`config.mk`:
```
export PLATFORM = sky130hd
export DESIGN_NAME = adam_periph_uart_rx_flat
export DESIGN_NICKNAME = d
export VERILOG_FILES = /design/src/rtl/adam_periph_uart_pkg.sv /design/src/rtl/adam_periph_uart_rx_if.sv /design/src/rtl/adam_periph_uart_sync.sv /design/src/rtl/adam_periph_uart_rx.sv /design/src/flat_wrapper.sv
export SDC_FILE = /design/constraint.sdc
export NUM_CORES = 1
export LEC_CHECK = 0
export ABC_AREA = 1
export CAP_MARGIN = 10
export CORE_UTILIZATION = 30
export CTS_BUF_LIST = sky130_fd_sc_hd__clkbuf_4 sky130_fd_sc_hd__clkbuf_8 sky130_fd_sc_hd__clkbuf_16
export DETAILED_ROUTE_END_ITERATION = 10
export PLACE_DENSITY_LB_ADDON = 0.2
export REMOVE_ABC_BUFFERS = 1
export SLEW_MARGIN = 20
export SYNTH_ARGS = -nofsm -noshare
export SYNTH_HDL_FRONTEND = slang
export SYNTH_HIERARCHICAL = 1
export SYNTH_SLANG_ARGS = --single-unit
```
`constraint.sdc`:
```
create_clock -name seq_clk -period 2.1 [get_ports seq_clk]
set_input_delay 0.63 -clock seq_clk [delete_from_list [all_inputs] [get_ports seq_clk]]
set_output_delay 0.63 -clock seq_clk [all_outputs]
set_load 0.005 [all_outputs]
```
`src/rtl/adam_periph_uart_pkg.sv`:
```
// Shared types for the peripheral UART (receiver now, transmitter later).
package adam_periph_uart_pkg;

  localparam int unsigned UART_DEFAULT_DATA_WIDTH = 32;

  typedef enum logic [2:0] {
    IDLE,
    START,
    DATA,
    PARITY,
    STOP
  } uart_rx_state_t;

endpackage

```
`src/rtl/adam_periph_uart_rx_if.sv`:
```
// Sequencing (clock/reset) and pause-handshake interfaces used by the UART.
interface ADAM_SEQ;
  logic clk;
  logic rst;

  modport Master (output clk, output rst);
  modport Slave  (input clk, input rst);
endinterface

interface ADAM_PAUSE;
  logic req;
  logic ack;

  modport Master (output req, input ack);
  modport Slave  (input req, output ack);
endinterface

```
`src/rtl/adam_periph_uart_sync.sv`:
```
// Two-flop synchroniser for asynchronous inputs; both flops reset to 1 so an
// idle-high line does not produce a spurious edge when reset is released.
module adam_periph_uart_sync (
  input  logic clk,
  input  logic rst_n,
  input  logic d,
  output logic q
);

  logic meta;

  // Shift the async input through two flops to settle metastability.
  always_ff @(posedge clk or negedge rst_n) begin
    if (!rst_n) begin
      meta <= 1'b1;
      q    <= 1'b1;
    end else begin
      meta <= d;
      q    <= meta;
    end
  end

endmodule

```
`src/rtl/adam_periph_uart_rx.sv`:
```
// UART receiver: oversampled start/data/parity/stop recovery with a
// valid/ready output holding one word plus parity/frame/overrun status.
module adam_periph_uart_rx
  import adam_periph_uart_pkg::*;
#(
  parameter int unsigned DATA_WIDTH = UART_DEFAULT_DATA_WIDTH
) (
  ADAM_SEQ.Slave                 seq,
  ADAM_PAUSE.Slave               pause,
  input  logic                   parity_select,
  input  logic                   parity_control,
  input  logic [3:0]             data_length,
  input  logic                   stop_bits,
  input  logic [DATA_WIDTH-1:0]  baud_rate,
  output logic [DATA_WIDTH-1:0]  data,
  output logic                   data_valid,
  input  logic                   data_ready,
  output logic                   parity_error,
  output logic                   frame_error,
  output logic                   overrun,
  input  logic                   rx
);

  localparam int unsigned IW = $clog2(DATA_WIDTH);

  uart_rx_state_t        state;
  logic                  rx_s;
  logic                  rx_q;
  logic [DATA_WIDTH-1:0] clk_count;
  logic [DATA_WIDTH-1:0] bit_count;
  logic [DATA_WIDTH-1:0] data_buf;
  logic                  parity_acc;
  logic                  perr;
  logic                  ferr;
  logic                  stop_idx;
  logic [DATA_WIDTH-1:0] len_ext;

  assign len_ext = {{(DATA_WIDTH-4){1'b0}}, data_length};

  adam_periph_uart_sync u_sync (
    .clk   (seq.clk),
    .rst_n (seq.rst),
    .d     (rx),
    .q     (rx_s)
  );

  // Third flop behind the synchroniser, used only for falling-edge detection.
  always_ff @(posedge seq.clk or negedge seq.rst) begin
    if (!seq.rst) begin
      rx_q <= 1'b1;
    end else begin
      rx_q <= rx_s;
    end
  end

  // Frame FSM with registered output word, status flags and pause handshake.
  always_ff @(posedge seq.clk or negedge seq.rst) begin
    if (!seq.rst) begin
      state        <= IDLE;
      clk_count    <= '0;
      bit_count    <= '0;
      data_buf     <= '0;
      parity_acc   <= 1'b0;
      perr         <= 1'b0;
      ferr         <= 1'b0;
      stop_idx     <= 1'b0;
      data         <= '0;
      data_valid   <= 1'b0;
      parity_error <= 1'b0;
      frame_error  <= 1'b0;
      overrun      <= 1'b0;
      pause.ack    <= 1'b1;
    end else begin
      overrun <= 1'b0;
      if (data_valid && data_ready) begin
        data_valid <= 1'b0;
      end

      case (state)
        IDLE: begin
          if (!pause.req && !pause.ack && rx_q && !rx_s) begin
            state     <= START;
            clk_count <= '0;
          end else begin
            pause.ack <= pause.req;
          end
        end

        START: begin
          if (clk_count == (baud_rate >> 1)) begin
            clk_count <= '0;
            if (!rx_s) begin
              bit_count  <= '0;
              data_buf   <= '0;
              parity_acc <= 1'b0;
              perr       <= 1'b0;
              ferr       <= 1'b0;
              stop_idx   <= 1'b0;
              if (data_length == 4'd0) begin
                state <= parity_control ? PARITY : STOP;
              end else begin
                state <= DATA;
              end
            end else begin
              state <= IDLE;
            end
          end else begin
            clk_count <= clk_count + DATA_WIDTH'(1);
          end
        end

        DATA: begin
          if (clk_count == baud_rate) begin
            clk_count                 <= '0;
            data_buf[bit_count[IW-1:0]] <= rx_s;
            parity_acc                <= parity_acc ^ rx_s;
            bit_count                 <= bit_count + DATA_WIDTH'(1);
            if ((bit_count + DATA_WIDTH'(1)) == len_ext) begin
              state <= parity_control ? PARITY : STOP;
            end
          end else begin
            clk_count <= clk_count + DATA_WIDTH'(1);
          end
        end

        PARITY: begin
          if (clk_count == baud_rate) begin
            clk_count <= '0;
            perr      <= rx_s ^ parity_acc ^ parity_select;
            state     <= STOP;
          end else begin
            clk_count <= clk_count + DATA_WIDTH'(1);
          end
        end

        STOP: begin
          if (clk_count == baud_rate) begin
            clk_count <= '0;
            if (stop_idx == stop_bits) begin
              state <= IDLE;
              if (!data_valid || data_ready) begin
                data         <= data_buf;
                parity_error <= perr;
                frame_error  <= ferr | ~rx_s;
                data_valid   <= 1'b1;
              end else begin
                overrun <= 1'b1;
              end
            end else begin
              stop_idx <= 1'b1;
              ferr     <= ferr | ~rx_s;
            end
          end else begin
            clk_count <= clk_count + DATA_WIDTH'(1);
          end
        end

        default: state <= IDLE;
      endcase
    end
  end

endmodule

```
`src/flat_wrapper.sv`:
```
// flat-port wrapper written by rule: the top's interface ports become plain ports
module adam_periph_uart_rx_flat import adam_periph_uart_pkg::*;
#(
  parameter int unsigned DATA_WIDTH = UART_DEFAULT_DATA_WIDTH
)
  (parity_select, parity_control, data_length, stop_bits, baud_rate, data, data_valid, data_ready, parity_error, frame_error, overrun, rx, seq_clk, seq_rst, pause_req, pause_ack);
  ADAM_SEQ seq_i ();
  ADAM_PAUSE pause_i ();
  input  logic parity_select;
  input  logic parity_control;
  input  logic [3:0] data_length;
  input  logic stop_bits;
  input  logic [DATA_WIDTH-1:0] baud_rate;
  output logic [DATA_WIDTH-1:0] data;
  output logic data_valid;
  input  logic data_ready;
  output logic parity_error;
  output logic frame_error;
  output logic overrun;
  input  logic rx;
  input wire logic [$bits(seq_i.clk)-1:0] seq_clk;
  input wire logic [$bits(seq_i.rst)-1:0] seq_rst;
  input wire logic [$bits(pause_i.req)-1:0] pause_req;
  output wire logic [$bits(pause_i.ack)-1:0] pause_ack;
  assign seq_i.clk = seq_clk;
  assign seq_i.rst = seq_rst;
  assign pause_i.req = pause_req;
  assign pause_ack = pause_i.ack;
  adam_periph_uart_rx #(.DATA_WIDTH(DATA_WIDTH)) u_core (.seq(seq_i), .pause(pause_i), .parity_select(parity_select), .parity_control(parity_control), .data_length(data_length), .stop_bits(stop_bits), .baud_rate(baud_rate), .data(data), .data_valid(data_valid), .data_ready(data_ready), .parity_error(parity_error), .frame_error(frame_error), .overrun(overrun), .rx(rx));
endmodule
```
* Word-level counts from Yosys, hierarchy flattened
Cells that the tools add are included.
** Word-level totals
- Input port bits :: 44
- Output and inout bits :: 37
- Register bits after elaboration :: 143
- Word-level logic and storage cells :: 112
** Cells by class
- Muxes and demuxes :: 45
- $add $sub $neg :: 2
- Reduce and logical (&&, ||, !) cells :: 24
- Magnitude comparators :: 2
- Bitwise gates (word level) :: 5
- Eq/ne operators :: 17
** Operators by type and width (number)
- $mux W32 :: 7
- $pmux W32 S2 :: 2
- $pmux W32 S3 :: 1
- $add A32 B1 Y32 const B :: 2
- $bwmux W32 :: 1
- $eq A32 B31 Y1 :: 1
- $eq A32 B32 Y1 :: 1
- $eq A32 B4 Y1 :: 1
- $mux W3 :: 10
- $mux W1 :: 18
- $pmux W3 S5 :: 1
- $ne A2 B1 Y1 const B :: 7
- $reduce_and A4 Y1 :: 3
- $pmux W1 S2 :: 4
- $reduce_and A7 Y1 :: 1
- $eq A3 B2 Y1 const B :: 2
- $lt A5 B6 Y1 const B :: 1
- $reduce_bool A2 Y1 :: 3
- $demux W1 S5 :: 1
- $ge A5 B1 Y1 const B :: 1
- $logic_and A1 B1 Y1 :: 5
- $reduce_and A5 Y1 :: 1
- $logic_not A1 Y1 :: 4
- $logic_not A4 Y1 :: 1
- other kinds (12) :: 16

* Longest topological paths before layout
Gate-level depths: netlist of run 1.
- Depth after elaboration :: 7
- Gate-level depth with buffers :: 17
- Mapped depth without buffers :: 16

* By module
Netlist of run 1, hierarchy kept.
** By module, submodules not included
- adam_periph_uart_rx :: cells each 1352, times used 1, area each 9228.9 um2, seq. area each 3530.9 um2
- adam_periph_uart_sync :: cells each 2, times used 1, area each 52.6 um2, seq. area each 52.6 um2

* Least setup slack after synthesis of run 1
No wires, ideal clock.
- Kind :: input port to flip-flop
- Start :: input port baud_rate[21]
- End :: register u_core.data[15]
- Arrival :: 1.917 ns
- Stages :: 10
- Setup time :: 0.117 ns
- Buffers on the path :: 1
- Required time :: 1.983 ns
- Path slack :: 0.066 ns
- Path through :: or2_1 -> a21oi_1 -> nand3_1 -> nor2_1 -> nand2_4 -> nor3_4 -> nand2_4 -> buf_6 -> nand2_1 -> nand2_1
** Between the ends
- Word-level cells in the longest chain between the ends :: 2
** Ends and longest elaborated chain
- start, declared :: RTL line flat_wrapper.sv:13 : input logic [DATA_WIDTH-1:0] baud_rate;
- $eq A32 B32 Y1 :: RTL line adam_periph_uart_rx.sv:137 : if (clk_count == baud_rate) begin
- $reduce_and A4 Y1 (no line)
- end signal, assigned :: RTL line adam_periph_uart_rx.sv:142 : data <= data_buf;
- end, declared :: RTL line adam_periph_uart_rx.sv:15 : output logic [DATA_WIDTH-1:0] data,
No other way between the ends.
A chain may end at the register's enable or synchronous reset.

* Worst setup path after layout of run 1
- Start :: register u_core.bit_count[1]
- End :: register u_core.state[1]
** Between the ends
- Word-level cells in the longest chain between the ends :: 4
** Ends and longest elaborated chain
- start, declared :: RTL line adam_periph_uart_rx.sv:30 : logic [DATA_WIDTH-1:0] bit_count;
- start signal, assigned :: RTL line adam_periph_uart_rx.sv:117 : bit_count <= bit_count + DATA_WIDTH'(1);
- $add A32 B1 Y32 :: RTL line adam_periph_uart_rx.sv:118 : if ((bit_count + DATA_WIDTH'(1)) == len_ext) begin
- $eq A32 B4 Y1 :: RTL line adam_periph_uart_rx.sv:118
- $ne A2 B1 Y1 (no line)
- $reduce_and A7 Y1 (no line)
- end signal, assigned :: RTL line adam_periph_uart_rx.sv:100 : state <= parity_control ? PARITY : STOP;
- end signal, assigned :: RTL line adam_periph_uart_rx.sv:119 : state <= parity_control ? PARITY : STOP;
- end, declared :: RTL line adam_periph_uart_rx.sv:26 : uart_rx_state_t state;
No other way between the ends.

==> Flow_metrics.wiki, run 1 <==
{| class="wikitable"
! Metric !! Value
|-
| Drc violations || 0
|-
| Routed length on met3 || 989 um
|-
| Power density normalized to cell area || 775 nW/um^2
|-
| Relative slew margins || 44.0%
|-
| Setup repair after global routing missed its margin || true
|-
| Result of the run || finished with violations
|-
| Crit path arrival time || 2510 ps
|-
| DP HPWL || a little over 20000 um
|-
| Largest net degree at the start of global routing || 55
|-
| Maximum root-to-sink buffer count || 2
|-
| Initial core utilization || 30.4%
|-
| Commonest non-fill, non-tap cell in the layout || nand2_1
|-
| Insertion delay of the later-clocked pin in the worst-skew pair || approximately 430 ps
|-
| Data required, critical path || 2420 ps
|-
| Post-Syn Instances || about 1400
|-
| Maximum VDD drop || 0.514 mV
|-
| Clk_skew || between 10 and 15 ps
|-
| Average routed wire per standard cell || 15.4 um
|-
| Max Cap Violations || 0
|-
| Cell Count Post-Placement || between 1500 and 2000
|-
| Mean Syn Cell Area || 6.85 um^2
|-
| Worst slack after detailed placement || -961 ps
|-
| Type of element capturing the critical path || register
|-
| Peak clock frequency supported by timing || 455 MHz
|-
| Fraction of registers with async set/reset || 100%
|-
| Wire length of the first global-routing pass || 47400 um
|-
| Final core utilization || 46.5%
|-
| Setup violations, final || 114
|-
| Area of the mapped netlist || about 9300 um^2
|-
| Critical path start-end classification || reg -> reg
|-
| Area share of the largest cell type after synthesis || roughly 37%
|-
| Area of the die || 31600 um^2
|-
| Cell area reported after detailed placement || approximately 12000 um^2
|-
| Diodes inserted || 0
|-
| Num rows || 64
|-
| Number of buffers added by the clock tree synthesis step || 17
|-
| GRT Total Usage || 19.0%
|-
| Maximum level of the CTS H-tree || 4
|-
| X dimension of the die || 178 um
|-
| Residual overflow from global routing || 0
|-
| Total routed wire length on the met1 layer || 15000 um
|-
| Cells along the critical path || ha_4 > buf_4 > inv_1 > nand2_2 > nand2_2 > xor2_1 > inv_1 > nand2_1 > nor2_1 > nand2_1 > nor2_2 > nand3_2 > nand2_4 > nand2_4 > nand2_2 > nand2_1
|-
| Clock root buffer || clkbuf_16
|-
| Part of the Yosys area used for sequential elements || 38.6%
|-
| Most frequent cells in the layout || 325 x nand2_1, 163 x buf_4, 135 x dfrtp_1, 121 x inv_1, 112 x nor2_1
|-
| Growth of design area from synthesis to finish || 52.9%
|-
| Clock period minus worst slack || 2200 ps
|-
| Cell taking the most area after synthesis || dfrtp_1
|-
| Top routing layer in use || met5
|-
| Post-synthesis sequential element count || 143
|-
| Static leakage || 6.32 nW
|-
| Total vias in the final route || around 9900
|-
| Cell with the largest stage delay on the worst path || dfrtp_1
|-
| Class of the tightest hold or removal check || in -> async
|-
| Post-route cell area || roughly 14000 um^2
|-
| Total core area || slightly above 30000 um^2
|-
| Weighted congestion reported at the end of routability-driven placement || around 0.85
|-
| Buffers added on ports || 80
|-
| Worst setup SP type || register
|-
| Post-detailed-route via-to-cell ratio || 4.87
|-
| Number of nets in the layout || 1665
|-
| Number of enable-type register cells in the synthesized netlist || 0
|-
| Count of clock tree sinks || 143
|-
| Post-detailed-route count of antenna-violating nets || 0
|-
| Largest fanout on the critical path || 6
|-
| DR pass1 iterations || 5
|-
| Chip height || around 180 um
|-
| Most frequently used flop master after synthesis || dfrtp_1
|-
| Cell variety after synth || 47
|-
| Non-filler cells in the finished layout || 2025
|-
| DRT Wirelength || 31200 um
|-
| Actual slew at the worst max-slew pin || ~840 ps
|-
| Routed wl met2 || 14800 um
|-
| Minimum setup slack in the final design || -95.8 ps
|-
| CTS tree || yes
|-
| Hold Buf Count CTS || 0
|-
| Number of global-route vias before repair || just over 9000
|-
| Tot Pwr || 11.0 mW
|-
| Crit path largest cell delay || between 400 and 500 ps
|-
| Number of pins exceeding their max-slew limit in the final report || 0
|-
| Initial antenna violation count || 1
|-
| IO Pins || 81
|-
| Number of hold violations in the final report || 0
|-
| DRC marker count from the first detailed-route iteration || a little under 600
|-
| Failing checks || negative setup slack
|-
| Register clock-pin slew on the reported worst setup and hold paths || 70 ps
|-
| Cell types occupying the most area after synthesis || dfrtp_1 37%, nand2_1 18%, nor2_1 5.8%
|-
| Share of cells above drive strength 1 || 33.1%
|-
| Final period utilization || 105%
|-
| YS warnings || 6
|}
## metal layers
layer | global-route usage (%) | up-vias
met5 | 0 | -
met4 | 4.13 | 2
met3 | 2.96 | 31
met2 | 31.1 | 193
met1 | 26.4 | 4731
li1 | - | 4910
## where the power goes
group          switching (mW)  internal (mW)
Sequential              0.182           2.92
Clock                    1.45           1.60
Combinational            2.80           2.05
## flip-flops by register name (all words and copies together), names as in the netlist, 3 cells and up
register and count:
u_core/bit_count 32, u_core/clk_count 32, u_core/data 32, u_core/state 3, u_core/data_buf 32
## worst max-delay path: cells and delay by family (launching register included)
kind | cells | cell delay, ps
XOR/XNOR | 1 | 140
buffers and inverters | 3 | 310
adder cells (fa/ha/maj) | 1 | 190
AND/OR/NAND/NOR | 11 | 1000
flip-flops | 1 | 420
## final cells by class
cell class,count,area (um^2)
clock inverter,14,146
sequential,143,3590
multi-input combinational,1026,6160
clock buffer,18,433
inverter,140,551
fill,2999,16300
tap,396,495
timing repair buffer,288,2820
## stage by stage
| step | setup TNS [ps] | hold WS [ps] |
|---|---|---|
| global route | -18940 | 182 |
| detailed placement | -113830 | 353 |
| global placement | -110030 | 346 |
| CTS | -101 | 172 |
| floorplan | -189350 | 334 |
| finish | -4240 | 149 |
## synth_stat cells, types with 9 or more instances
master	number
o21ai_0	54
inv_1	134
o21ai_1	40
nor3_1	36
nand4_1	51
dfrtp_1	139
nor2_1	144
nand3_1	107
xnor2_1	18
buf_2	11
a21oi_1	15
clkbuf_1	21
xor2_1	26
nand3b_1	10
nor3_2	9
nand2_1	446
## kinds of logic (layout without fill, tap and decap cells)
kind of cell / after synthesis / count (layout) / share of synthesized area [%]
AOI/OAI and AO/OA: 128 / 128 / 7.43
xor gates and xnor gates: 44 / 44 / 4.15
DFF: 143 / 143 / 38.6
and+or+nand+nor: 842 / 849 / 40.2
adders and majority gates: 5 / 5 / 0.674
buffers and inverters: 192 / 460 / 8.95
## worst paths after layout
| path | start | endpoint | slack [ps] | cells after the start |
|---|---|---|---|---|
| setup / recovery | u_core/bit_count[1] | u_core/state[1] | -100 | 16 |
| hold / removal | seq_rst | u_core/overrun | 150 | 1 |
| setup reg to reg | u_core/bit_count[1] | u_core/state[1] | -100 | 16 |
| hold reg to reg | u_core/u_sync/meta | u_core/u_sync/q | 360 | 0 |
| max in group asynchronous | seq_rst | u_core/clk_count[2] | 1270 | 2 |
| min in group seq_clk | u_core/u_sync/meta | u_core/u_sync/q | 360 | 0 |
## repair_timing
item / CTS / global route
gates cloned: 7 / 12
resized for setup: 118 / 321
endpoints found under the setup margin: 140 / 133
endpoints found under the hold margin: 0 / 0
setup buffers: 24 / 21
pin swaps: 35 / 75
Power figures use the tool's default switching activity.
==> inputs of run 2 (changes only) <==
--- a/config.mk
+++ b/config.mk
@@ -5,9 +5,8 @@
 export SDC_FILE = /design/constraint.sdc
 export NUM_CORES = 1
 export LEC_CHECK = 0
-export ABC_AREA = 1
 export CAP_MARGIN = 10
-export CORE_UTILIZATION = 30
+export CORE_UTILIZATION = 42
 export CTS_BUF_LIST = sky130_fd_sc_hd__clkbuf_4 sky130_fd_sc_hd__clkbuf_8 sky130_fd_sc_hd__clkbuf_16
 export DETAILED_ROUTE_END_ITERATION = 10
 export PLACE_DENSITY_LB_ADDON = 0.2
==> Flow_metrics.wiki, run 2 <==
{| class="wikitable"
! Metric !! Value
|-
| Clock period minus worst slack || 2610 ps (+413 ps)
|-
| Number of global-route vias before repair || 8164 (-12%)
|-
| Part of the Yosys area used for sequential elements || 42.6% (+4.0 points)
|-
| Maximum VDD drop || 0.559 mV (+8.8%)
|-
| Hold Buf Count CTS || 0 (unchanged)
|-
| Number of nets in the layout || 1242 (-25%)
|-
| Wire length of the first global-routing pass || 43400 um (-8.6%)
|-
| Insertion delay of the later-clocked pin in the worst-skew pair || 440 ps (about the same)
|-
| Result of the run || finished with violations
|-
| Buffers added on ports || 80 (unchanged)
|-
| Commonest non-fill, non-tap cell in the layout || buf_4
|-
| Initial core utilization || 43.1% (+13 points)
|-
| Type of element capturing the critical path || register
|-
| Data required, critical path || 2400 ps (-20 ps)
|-
| Combinational family with the most area after synthesis || simple AND/OR/NAND/NOR gates
|-
| Most frequent cells in the layout || 215 x buf_4, 132 x dfrtp_1, 82 x xor2_1, 71 x nor2_1, 65 x nand2_1
|-
| Setup repair after global routing missed its margin || true
|-
| Failing checks || negative setup slack
|-
| Largest net degree at the start of global routing || 57 (+3.6%)
|-
| Setup violations, final || 137 (+20%)
|-
| Fraction of registers with async set/reset || 100% (unchanged)
|-
| YS warnings || 6 (unchanged)
|-
| Peak clock frequency supported by timing || 383 MHz (-16%)
|-
| Power density normalized to cell area || 608 nW/um^2 (-22%)
|-
| Chip height || 144 um (-19%)
|-
| IO Pins || 81 (unchanged)
|-
| Post-route cell area || 13000 um^2 (-8.1%)
|-
| Number of buffers added by the clock tree synthesis step || 17 (unchanged)
|-
| Actual slew at the worst max-slew pin || 740 ps (-97.3 ps)
|-
| Growth of design area from synthesis to finish || 55.0%
|-
| DRT Wirelength || 28500 um (-8.5%)
|-
| Count of clock tree sinks || 143 (unchanged)
|-
| Class of the tightest hold or removal check || in -> async
|-
| Clk_skew || 14.6 ps (-0.362 ps)
|-
| Num rows || 51 (-20%)
|-
| Total core area || 19500 um^2 (-36%)
|-
| Static leakage || 6.07 nW (-4.0%)
|-
| Simple-gate area share of the yosys netlist || 22.0% (-18 points)
|-
| Post-Syn Instances || 895 (-34%)
|-
| Weighted congestion reported at the end of routability-driven placement || 0.933 (+9.2%)
|-
| Mean Syn Cell Area || 9.40 um^2 (+37%)
|-
| Largest fanout on the critical path || 32 (+26)
|-
| Final core utilization || 66.8% (+20 points)
|-
| DP HPWL || 17400 um (-14%)
|-
| Area of the die || 20600 um^2 (-35%)
|-
| Maximum level of the CTS H-tree || 4 (unchanged)
|-
| GRT Total Usage || 27.9% (+8.8 points)
|-
| DRC marker count from the first detailed-route iteration || 865 (+47%)
|-
| Cell area reported after detailed placement || 10900 um^2 (-6.2%)
|-
| Number of enable-type register cells in the synthesized netlist || 0 (unchanged)
|-
| Cell taking the most area after synthesis || dfrtp_1
|-
| Number of pins exceeding their max-slew limit in the final report || 0 (unchanged)
|-
| DR pass1 iterations || 5 (unchanged)
|-
| Share of cells above drive strength 1 || 37.3% (+4.2 points)
|-
| Compound-cell area share of the yosys netlist || 12.2% (+4.7 points)
|-
| Drc violations || 0 (unchanged)
|-
| Relative slew margins || 50.2% (+6.3 points)
|-
| Post-detailed-route via-to-cell ratio || 5.65 (+16%)
|-
| Crit path arrival time || 2910 ps (+400 ps)
|-
| Number of hold violations in the final report || 0 (unchanged)
|-
| Initial antenna violation count || 0 (-1)
|-
| Total vias in the final route || 8316 (-16%)
|-
| Max Cap Violations || 0 (unchanged)
|-
| Cell variety after synth || 68 (+45%)
|-
| Post-detailed-route count of antenna-violating nets || 0 (unchanged)
|-
| Clock root buffer || clkbuf_16
|-
| Post-synthesis sequential element count || 143 (unchanged)
|-
| Leading cell type by number of instances after synthesis || dfrtp_1
|-
| Tot Pwr || 7.93 mW (-28%)
|-
| Minimum setup slack in the final design || -508 ps (-413 ps)
|-
| Critical path start-end classification || reg -> reg
|-
| Adder-cell share of the synthesized area || 0.744% (+0.070 points)
|-
| Area of the mapped netlist || 8410 um^2 (-9.4%)
|-
| Diodes inserted || 0 (unchanged)
|-
| Non-filler cells in the finished layout || 1471 (-27%)
|-
| CTS tree || yes
|-
| Most instantiated cells after synthesis || 139 x dfrtp_1, 88 x xor2_1, 75 x nor2_1, 70 x nand2_1, 60 x o21ai_0
|-
| Residual overflow from global routing || 0 (unchanged)
|-
| Register clock-pin slew on the reported worst setup and hold paths || 70 ps (about the same)
|-
| Post-synthesis mux area share || 8.03% (+8.0 points)
|-
| Cell Count Post-Placement || 1376 (-29%)
|-
| Area share of the largest cell type after synthesis || 41.4% (+3.9 points)
|-
| Average routed wire per standard cell || 19.4 um (+26%)
|-
| Area share of xor/xnor cells in the synthesized design || 10.3% (+6.2 points)
|-
| X dimension of the die || 144 um (-19%)
|-
| Tightest hold margin || 87.8 ps (-61.6 ps)
|-
| Most frequently used flop master after synthesis || dfrtp_1
|-
| Worst setup SP type || register
|-
| Final period utilization || 124% (+20 points)
|-
| Cell types occupying the most area after synthesis || dfrtp_1 41%, xor2_1 9.2%, mux2_2 4.8%
|-
| Maximum root-to-sink buffer count || 2 (unchanged)
|}
## run 2: cell types whose count changed after synthesis, moves of 24 or more
cell	before	now
inv_1	134	8
nor2_1	144	75
clkbuf_1	21	45
xor2_1	26	88
nand3_1	107	58
o21ai_1	40	2
mux2i_1	0	27
mux2_2	0	36
nand2_1	446	70
## run 2: final timing paths
path                                           start                   end  slack (ps)  cells after the start
worst max-delay path            u_core/clk_count[11]    u_core/data_buf[9]        -510                     10
worst min-delay path                         seq_rst  u_core/bit_count[17]          90                      1
worst max register to register  u_core/clk_count[11]    u_core/data_buf[9]        -510                     10
worst min register to register    u_core/u_sync/meta       u_core/u_sync/q         360                      0
max in group asynchronous                    seq_rst    u_core/u_sync/meta        1350                      2
min in group seq_clk              u_core/u_sync/meta       u_core/u_sync/q         360                      0
## run 2: power by group
group	internal (mW)	leakage [nW]	switching (mW)	total, mW
sequential	2.86	1.95	0.108	2.97
clock	1.62	0.295	1.49	3.11
combinational	0.806	3.82	1.05	1.85
## run 2: critical path, cell delays in order, from the launching register on
cell,delay [ps]
dfrtp_1,420
xor2_1,160
nor4_1,270
buf_4,160
nand4_1,160
buf_4,190
or3_4,410
a21boi_4,200
buf_12,200
nand3_1,120
mux2i_1,160
## run 2: repair_timing
item,CTS,global route
endpoints found under the setup margin,140,137
cloned,10,5
pin swaps,64,38
buffers inserted,43,12
resized for setup,215,77
## run 2: through the flow
stage               TNS (ps)  worst slack, ps
CTS                   -45390             -445
floorplan            -116160            -1080
finish                -53590             -508
global route          -63120             -617
global placement     -135700            -1090
detailed placement   -140800            -1110
## run 2: metal layers
metal / track usage (%) / vias up / wire (um)
met4: 9.80 / 0 / 843
met2: 45.4 / 296 / 13700
li1: - / 3833 / -
met1: 37.0 / 4114 / 12200
met5: 0 / - / 0
met3: 5.20 / 73 / 1740
## run 2: cells by family (layout without fill, tap and decap cells)
kind of cell	after synthesis	after routing
AO/OA/AOI/OAI	154	154
XOR/XNOR	99	99
adder cells (fa/ha/maj)	5	5
buffers and inverters	80	391
flip-flops	143	143
multiplexers	63	63
AND/OR/NAND/NOR	351	351
## run 2: area by class of cell
| type | instances | area, um^2 |
|---|---|---|
| clock buffers | 17 | 425 |
| clock inverters | 15 | 193 |
| multi-input cells | 672 | 5180 |
| repair buffers | 350 | 3290 |
| fillers | 1500 | 6480 |
| inverters | 9 | 33.8 |
| flip-flops and latches | 143 | 3590 |
| well taps | 265 | 332 |
==> inputs of run 3 (changes only) <==
--- a/config.mk
+++ b/config.mk
@@ -11,7 +11,6 @@
 export DETAILED_ROUTE_END_ITERATION = 10
 export PLACE_DENSITY_LB_ADDON = 0.2
 export REMOVE_ABC_BUFFERS = 1
-export SLEW_MARGIN = 20
 export SYNTH_ARGS = -nofsm -noshare
 export SYNTH_HDL_FRONTEND = slang
 export SYNTH_HIERARCHICAL = 1
==> results of run 3 <==
The final DEF is identical to that of run 2; final timing and power are the same.
